<file path="config.mk">
export PLATFORM = sky130hd
export DESIGN_NAME = mru_step_sequencer
export DESIGN_NICKNAME = d
export VERILOG_FILES = /design/src/rtl/mru_step_sequencer_pkg.sv /design/src/rtl/mru_inst_fifo.sv /design/src/rtl/mru_step_sequencer.sv
export SDC_FILE = /design/constraint.sdc
export NUM_CORES = 1
export LEC_CHECK = 0
export CAP_MARGIN = 10
export CORE_MARGIN = 4
export CORE_UTILIZATION = 60
export CTS_BUF_LIST = sky130_fd_sc_hd__clkbuf_4 sky130_fd_sc_hd__clkbuf_8
export CTS_CLUSTER_SIZE = 14
export DETAILED_ROUTE_END_ITERATION = 8
export GPL_TIMING_DRIVEN = 1
export PLACE_DENSITY = 0.88
export SYNTH_ARGS = -nofsm -noshare
export SYNTH_HDL_FRONTEND = slang
export SYNTH_HIERARCHICAL = 1
export SYNTH_SLANG_ARGS = --single-unit
export TNS_END_PERCENT = 100
</file>
<file path="constraint.sdc">
create_clock -name clk -period 7.8 [get_ports clk]
set_clock_uncertainty 0.05 [all_clocks]
set_input_delay 0.78 -clock clk [delete_from_list [all_inputs] [get_ports clk]]
set_output_delay 0.78 -clock clk [all_outputs]
set_load 0.05 [all_outputs]
</file>
<file path="src/rtl/mru_step_sequencer_pkg.sv">
// Shared definitions for the MRU blocked-step sequencer.
// Holds the sequencer FSM state encoding and the bit offsets of the
// {count_minus_one, opcode} instruction word.
package mru_step_sequencer_pkg;

    // Sequencer FSM states.
    typedef enum logic [1:0] {
        ST_IDLE      = 2'd0,
        ST_ISSUE     = 2'd1,
        ST_WAIT_DONE = 2'd2
    } mru_seq_state_e;

    // The opcode occupies the least significant bits of the instruction word.
    localparam int unsigned INST_OPCODE_LSB = 0;

    // The count_minus_one field sits directly above the opcode.
    function automatic int unsigned inst_count_lsb(input int unsigned bw_opcode);
        return bw_opcode;
    endfunction

endpackage

</file>
<file path="src/rtl/mru_inst_fifo.sv">
// Instruction buffer for the MRU step sequencer.
// Ports:
//   clk, rst     - clock and synchronous active-high reset
//   clear        - synchronous flush (empties the buffer, pointers to 0)
//   push, wdata  - write request and data (ignored while full)
//   pop          - release the head entry (ignored while empty)
//   rdata        - head entry
//   full, empty  - status from the registered occupancy
module mru_inst_fifo #(
    parameter int unsigned WIDTH = 12,
    parameter int unsigned DEPTH = 2
) (
    input  logic             clk,
    input  logic             rst,
    input  logic             clear,
    input  logic             push,
    input  logic             pop,
    input  logic [WIDTH-1:0] wdata,
    output logic [WIDTH-1:0] rdata,
    output logic             full,
    output logic             empty
);

    localparam int unsigned PTR_W = (DEPTH > 1) ? $clog2(DEPTH) : 1;
    localparam int unsigned CNT_W = $clog2(DEPTH + 1);
    localparam logic [PTR_W-1:0] LAST_PTR  = PTR_W'(DEPTH - 1);
    localparam logic [CNT_W-1:0] DEPTH_CNT = CNT_W'(DEPTH);

    logic [WIDTH-1:0] mem_q [DEPTH];
    logic [PTR_W-1:0] wr_ptr_q;
    logic [PTR_W-1:0] rd_ptr_q;
    logic [CNT_W-1:0] count_q;
    logic             do_push_s;
    logic             do_pop_s;

    // Pointers wrap modulo DEPTH, which need not be a power of two.
    function automatic logic [PTR_W-1:0] next_ptr(input logic [PTR_W-1:0] p);
        return (p == LAST_PTR) ? '0 : p + PTR_W'(1);
    endfunction

    assign full      = (count_q == DEPTH_CNT);
    assign empty     = (count_q == '0);
    assign do_push_s = push & ~full;
    assign do_pop_s  = pop & ~empty;
    assign rdata     = mem_q[rd_ptr_q];

    // Storage array write port; contents are only meaningful while counted.
    always_ff @(posedge clk) begin
        if (do_push_s && !rst && !clear) begin
            mem_q[wr_ptr_q] <= wdata;
        end
    end

    // Pointer and occupancy update; reset and clear both empty the buffer.
    always_ff @(posedge clk) begin
        if (rst || clear) begin
            wr_ptr_q <= '0;
            rd_ptr_q <= '0;
            count_q  <= '0;
        end else begin
            if (do_push_s) begin
                wr_ptr_q <= next_ptr(wr_ptr_q);
            end
            if (do_pop_s) begin
                rd_ptr_q <= next_ptr(rd_ptr_q);
            end
            case ({do_push_s, do_pop_s})
                2'b10:   count_q <= count_q + CNT_W'(1);
                2'b01:   count_q <= count_q - CNT_W'(1);
                default: count_q <= count_q;
            endcase
        end
    end

endmodule

</file>
<file path="src/rtl/mru_step_sequencer.sv">
// MRU step sequencer: buffers {count_minus_one, opcode} instructions and
// expands each into count_minus_one+1 blocked steps {last, opcode} offered
// to the MRU, then waits for the MRU completion pulse before the next one.
// Ports:
//   clk, rst          - clock and synchronous active-high reset
//   clear             - synchronous flush of buffer and FSM
//   inst_valid/inst   - instruction offer; inst_ready = buffer not full
//   step_valid/inst   - registered step offer; step_ready from the MRU
//   mru_done          - MRU completion pulse (honoured only in WAIT_DONE)
//   inst_done         - one-cycle pulse per completed instruction
//   busy              - buffer non-empty or FSM not idle
//   steps_remaining   - steps left after the currently offered one
module mru_step_sequencer
    import mru_step_sequencer_pkg::*;
#(
    parameter int unsigned BW_OPCODE     = 4,
    parameter int unsigned BW_STEP_COUNT = 8,
    parameter int unsigned FIFO_DEPTH    = 2
) (
    input  logic                             clk,
    input  logic                             rst,
    input  logic                             clear,
    input  logic                             inst_valid,
    input  logic [BW_STEP_COUNT+BW_OPCODE-1:0] inst,
    output logic                             inst_ready,
    output logic                             step_valid,
    output logic [BW_OPCODE:0]               step_inst,
    input  logic                             step_ready,
    input  logic                             mru_done,
    output logic                             inst_done,
    output logic                             busy,
    output logic [BW_STEP_COUNT-1:0]         steps_remaining
);

    localparam int unsigned INST_W  = BW_STEP_COUNT + BW_OPCODE;
    localparam int unsigned CNT_LSB = inst_count_lsb(BW_OPCODE);

    mru_seq_state_e           state_q, state_d;
    logic [BW_OPCODE-1:0]     opcode_q, opcode_d;
    logic [BW_STEP_COUNT-1:0] remaining_q, remaining_d;
    logic                     step_valid_q, step_valid_d;
    logic [BW_OPCODE:0]       step_inst_q, step_inst_d;

    logic [INST_W-1:0]        fifo_rdata_s;
    logic                     fifo_full_s;
    logic                     fifo_empty_s;
    logic                     fifo_push_s;
    logic                     fifo_pop_s;
    logic [BW_OPCODE-1:0]     head_opcode_s;
    logic [BW_STEP_COUNT-1:0] head_count_s;

    assign head_opcode_s = fifo_rdata_s[INST_OPCODE_LSB +: BW_OPCODE];
    assign head_count_s  = fifo_rdata_s[CNT_LSB +: BW_STEP_COUNT];

    assign inst_ready  = ~fifo_full_s;
    assign fifo_push_s = inst_valid & inst_ready & ~clear;
    // The head stays buffered while its steps issue and leaves with the last one.
    assign fifo_pop_s  = (state_q == ST_ISSUE) & step_ready
                       & (remaining_q == '0) & ~clear;

    mru_inst_fifo #(
        .WIDTH (INST_W),
        .DEPTH (FIFO_DEPTH)
    ) u_fifo (
        .clk   (clk),
        .rst   (rst),
        .clear (clear),
        .push  (fifo_push_s),
        .pop   (fifo_pop_s),
        .wdata (inst),
        .rdata (fifo_rdata_s),
        .full  (fifo_full_s),
        .empty (fifo_empty_s)
    );

    // Next-state and next-output computation for the sequencer FSM.
    always_comb begin
        state_d      = state_q;
        opcode_d     = opcode_q;
        remaining_d  = remaining_q;
        step_valid_d = step_valid_q;
        step_inst_d  = step_inst_q;
        if (clear) begin
            state_d      = ST_IDLE;
            opcode_d     = '0;
            remaining_d  = '0;
            step_valid_d = 1'b0;
            step_inst_d  = '0;
        end else begin
            case (state_q)
                ST_IDLE: begin
                    if (!fifo_empty_s) begin
                        state_d      = ST_ISSUE;
                        opcode_d     = head_opcode_s;
                        remaining_d  = head_count_s;
                        step_valid_d = 1'b1;
                        step_inst_d  = {head_count_s == '0, head_opcode_s};
                    end else begin
                        state_d = ST_IDLE;
                    end
                end
                ST_ISSUE: begin
                    if (step_ready && (remaining_q != '0)) begin
                        remaining_d = remaining_q - BW_STEP_COUNT'(1);
                        step_inst_d = {remaining_q == BW_STEP_COUNT'(1), opcode_q};
                    end else if (step_ready) begin
                        state_d      = ST_WAIT_DONE;
                        step_valid_d = 1'b0;
                    end else begin
                        state_d = ST_ISSUE;
                    end
                end
                ST_WAIT_DONE: begin
                    if (mru_done && !fifo_empty_s) begin
                        state_d      = ST_ISSUE;
                        opcode_d     = head_opcode_s;
                        remaining_d  = head_count_s;
                        step_valid_d = 1'b1;
                        step_inst_d  = {head_count_s == '0, head_opcode_s};
                    end else if (mru_done) begin
                        state_d = ST_IDLE;
                    end else begin
                        state_d = ST_WAIT_DONE;
                    end
                end
                default: begin
                    state_d      = ST_IDLE;
                    opcode_d     = '0;
                    remaining_d  = '0;
                    step_valid_d = 1'b0;
                    step_inst_d  = '0;
                end
            endcase
        end
    end

    // Sequencer state and registered step outputs.
    always_ff @(posedge clk) begin
        if (rst) begin
            state_q      <= ST_IDLE;
            opcode_q     <= '0;
            remaining_q  <= '0;
            step_valid_q <= 1'b0;
            step_inst_q  <= '0;
        end else begin
            state_q      <= state_d;
            opcode_q     <= opcode_d;
            remaining_q  <= remaining_d;
            step_valid_q <= step_valid_d;
            step_inst_q  <= step_inst_d;
        end
    end

    assign step_valid      = step_valid_q;
    assign step_inst       = step_inst_q;
    assign steps_remaining = remaining_q;
    // A completion pulse is only meaningful while waiting; reset and clear mask it.
    assign inst_done = (state_q == ST_WAIT_DONE) & mru_done & ~clear & ~rst;
    assign busy      = (state_q != ST_IDLE) | ~fifo_empty_s;

endmodule

</file>
==> metrics <==
placed insts=284; outcome=finished, final reports clean; clock sink count=49; H-tree depth=2; commonest non-fill, non-tap cell in the layout=clkdlybuf4s50_1; slowest CP cell=clkdlybuf4s50_1; share of post-route cells with drive strength above 1=0.143; Die X=69.4 um; CP Max Fanout=11; drc violations=0; initial antenna violation count=0; final non-filler cell total=292; Resize count post-CTS=0; fin crit period=3.76 ns; Post-synth EDFFs=24; Int Power=0.362 mW; final count of negative-setup-slack endpoints=0; TritonCTS clock tree=built; finished layout cell area=2730 um2; met3 wire length=276 um; number of hold buffers added after cts=0; n_diodes=0; GRT Total Usage=0.197; MaxCap Viol Count=0; Core ar.=3660 um2; Placer Congestion=0.889; Netlist cell types=45; total gr overflow=0; via count=1674; nets@finish=264; worst slew pin tran=0.729 ns; DRT Pass-1 Iters=4; main flop type after synthesis=dfxtp_1; Cell Chain, Critical Path=clkdlybuf4s50_1, nor2_1, and4b_1, clkdlybuf4s50_1; met2 WL=2.19 mm; die height=69.4 um; Final Hold Fails=0; synth top area cells=edfxtp_1 (32%), dfxtp_1 (22%), mux2_2 (6.0%); pin count of the biggest net entering global routing=26; NetSw=0.122 mW; DR vias/cell=5.73; most frequent cell on the critical path=clkdlybuf4s50_1; die area=4810 um2; clk_lat worst skew=0.31 ns; Post-CTS Setup Inserts=0; worst vdd ir=0.000176 V; first-pass GRT wire length=7.47 mm; clock slew at reported path FFs=0.09 ns; combinational group share of total power=0.100; Post-Route M1 WL=2.05 mm; commonest cells after routing, fill and taps aside=clkdlybuf4s50_1 (34), dfxtp_1 (25), edfxtp_1 (24), nor2_1 (18), inv_1 (17); FILL cells=249; Post-DP HPWL=3.17 mm; maximum clock frequency=266 MHz; Synth warnings=6; leading area contributor after synthesis=edfxtp_1; Placed Instance Area=2630 um2; Hold/Removal Path Class=flop to flop; Setup crit start kind=input port; crit path kind=input port to primary output; sequential area share after synthesis=0.540; row cnt=22; clock share of power=0.328; worst path required time=6.97 ns; Syn Nets=230; Slew headroom=0.513; Clock Tree Buf Depth=2; Root Driver=clkbuf_8; area share of the largest cell type after synthesis=0.319; critical path arrival=2.93 ns; Mapped Cells=209; Routed WL=4.60 mm; pwr/cell area=177 nW/um2; fin. max-slew vios=0; PnR Total Power=0.483 mW; Syn Area/Cell=10.8 um2; ys async rst share=0; Max stage delay on crit path=0.80 ns; final period utilization=0.481; Setup TNS=0 ns; Setup crit end kind=primary output; top layer in use=met4; Sw Ratio=0.251; Reg power frac=0.573; P&R area growth vs syn=20.8%; number of I/O pins=35; post-synthesis register bit count=49; Routed Antenna Nets=0; Starting Density=0.618; drt wl/cell=15.8 um; Detailed Route Iter0 Violations=179; synthesized area=2260 um2; number of buffers created by CTS=5; RSZ-0062 raised after global routing=no; I/O Buffers=34; vias in the first global route=1562; cell leakage power=1.03 nW
==> logic make-up (layout without fill, tap and decap cells) <==
group           after synthesis  in the layout  synth area share
flops                        49             49             0.540
mux                          12             12            0.0598
fa+ha+maj                     3              3            0.0166
buf+inv                      27             62            0.0531
compound gates               51             51             0.158
xor+xnor                      4              4            0.0155
simple gates                 63             63             0.157
==> routing by layer <==
metal,up-vias,global-route usage
li1,824,-
met1,781,0.264
met2,63,0.307
met3,6,0.0391
met4,0,0.0933
met5,-,0
==> power groups by stage <==
stage	clock network (mW)	logic, mW	registers [mW]
2_1_floorplan	0	0.0244	0.288
3_3_place_gp	0	0.0471	0.282
3_5_place_dp	0	0.0478	0.283
4_1_cts	0.160	0.0481	0.277
5_1_grt	0.170	0.0522	0.277
6_report	0.158	0.0482	0.277
==> cells in the mapped netlist (4+ instances only) <==
master	n
dfxtp_1	25
edfxtp_1	24
nor2_1	18
inv_1	17
a21oi_1	14
mux2_2	12
nand2_1	10
o21ai_0	7
o211a_1	6
o221ai_1	6
a22oi_1	5
clkbuf_1	5
nor2b_1	5
nor3_1	5
nand2b_1	4
==> final cells by class <==
cell class,count,area (um2),share of cell area
clock buffers,5,68.8,0.0252
clock inverters,3,28.8,0.0105
inverters,17,63.8,0.0234
multi-input cells,133,925,0.339
flip-flops and latches,49,1220,0.447
well taps,48,60.1,0.0220
repair buffers,37,363,0.133
==> worst max-delay path, delay by kind of cell <==
family / cells / cell delay [ns]
buf+inv: 2 / 1.27
simple gates: 2 / 0.87
==> final timing paths <==
kind	to	slack, ns	startpoint	cells after the start
max reg2reg	u_fifo/count_q[1]	4.97	steps_remaining[0]	10
max	inst_done	4.04	clear	4
min reg2reg	step_valid	0.43	step_valid	2
min	step_valid	0.43	step_valid	2
==> metrics by stage <==
step	util	setup WS, ns	hold slack, ns
CTS	0.746	4.04	0.441
global route	0.746	3.94	0.488
floorplan	-	5.07	0.416
finish	0.746	4.04	0.434
global placement	0.719	4.04	0.415
detailed placement	0.719	4.05	0.428
==> flip-flops by register name, indices dropped and copies added, names as in the netlist, named ones only <==
| signal | flops |
|---|---|
| state_q | 2 |
| u_fifo/mem_q | 24 |
| opcode_q | 4 |
| step_valid | 1 |
| u_fifo/rd_ptr_q | 1 |
| u_fifo/count_q | 2 |
| u_fifo/wr_ptr_q | 1 |
| steps_remaining | 8 |
| step_inst | 5 |
No activity file was read; power rests on OpenSTA's default activity.
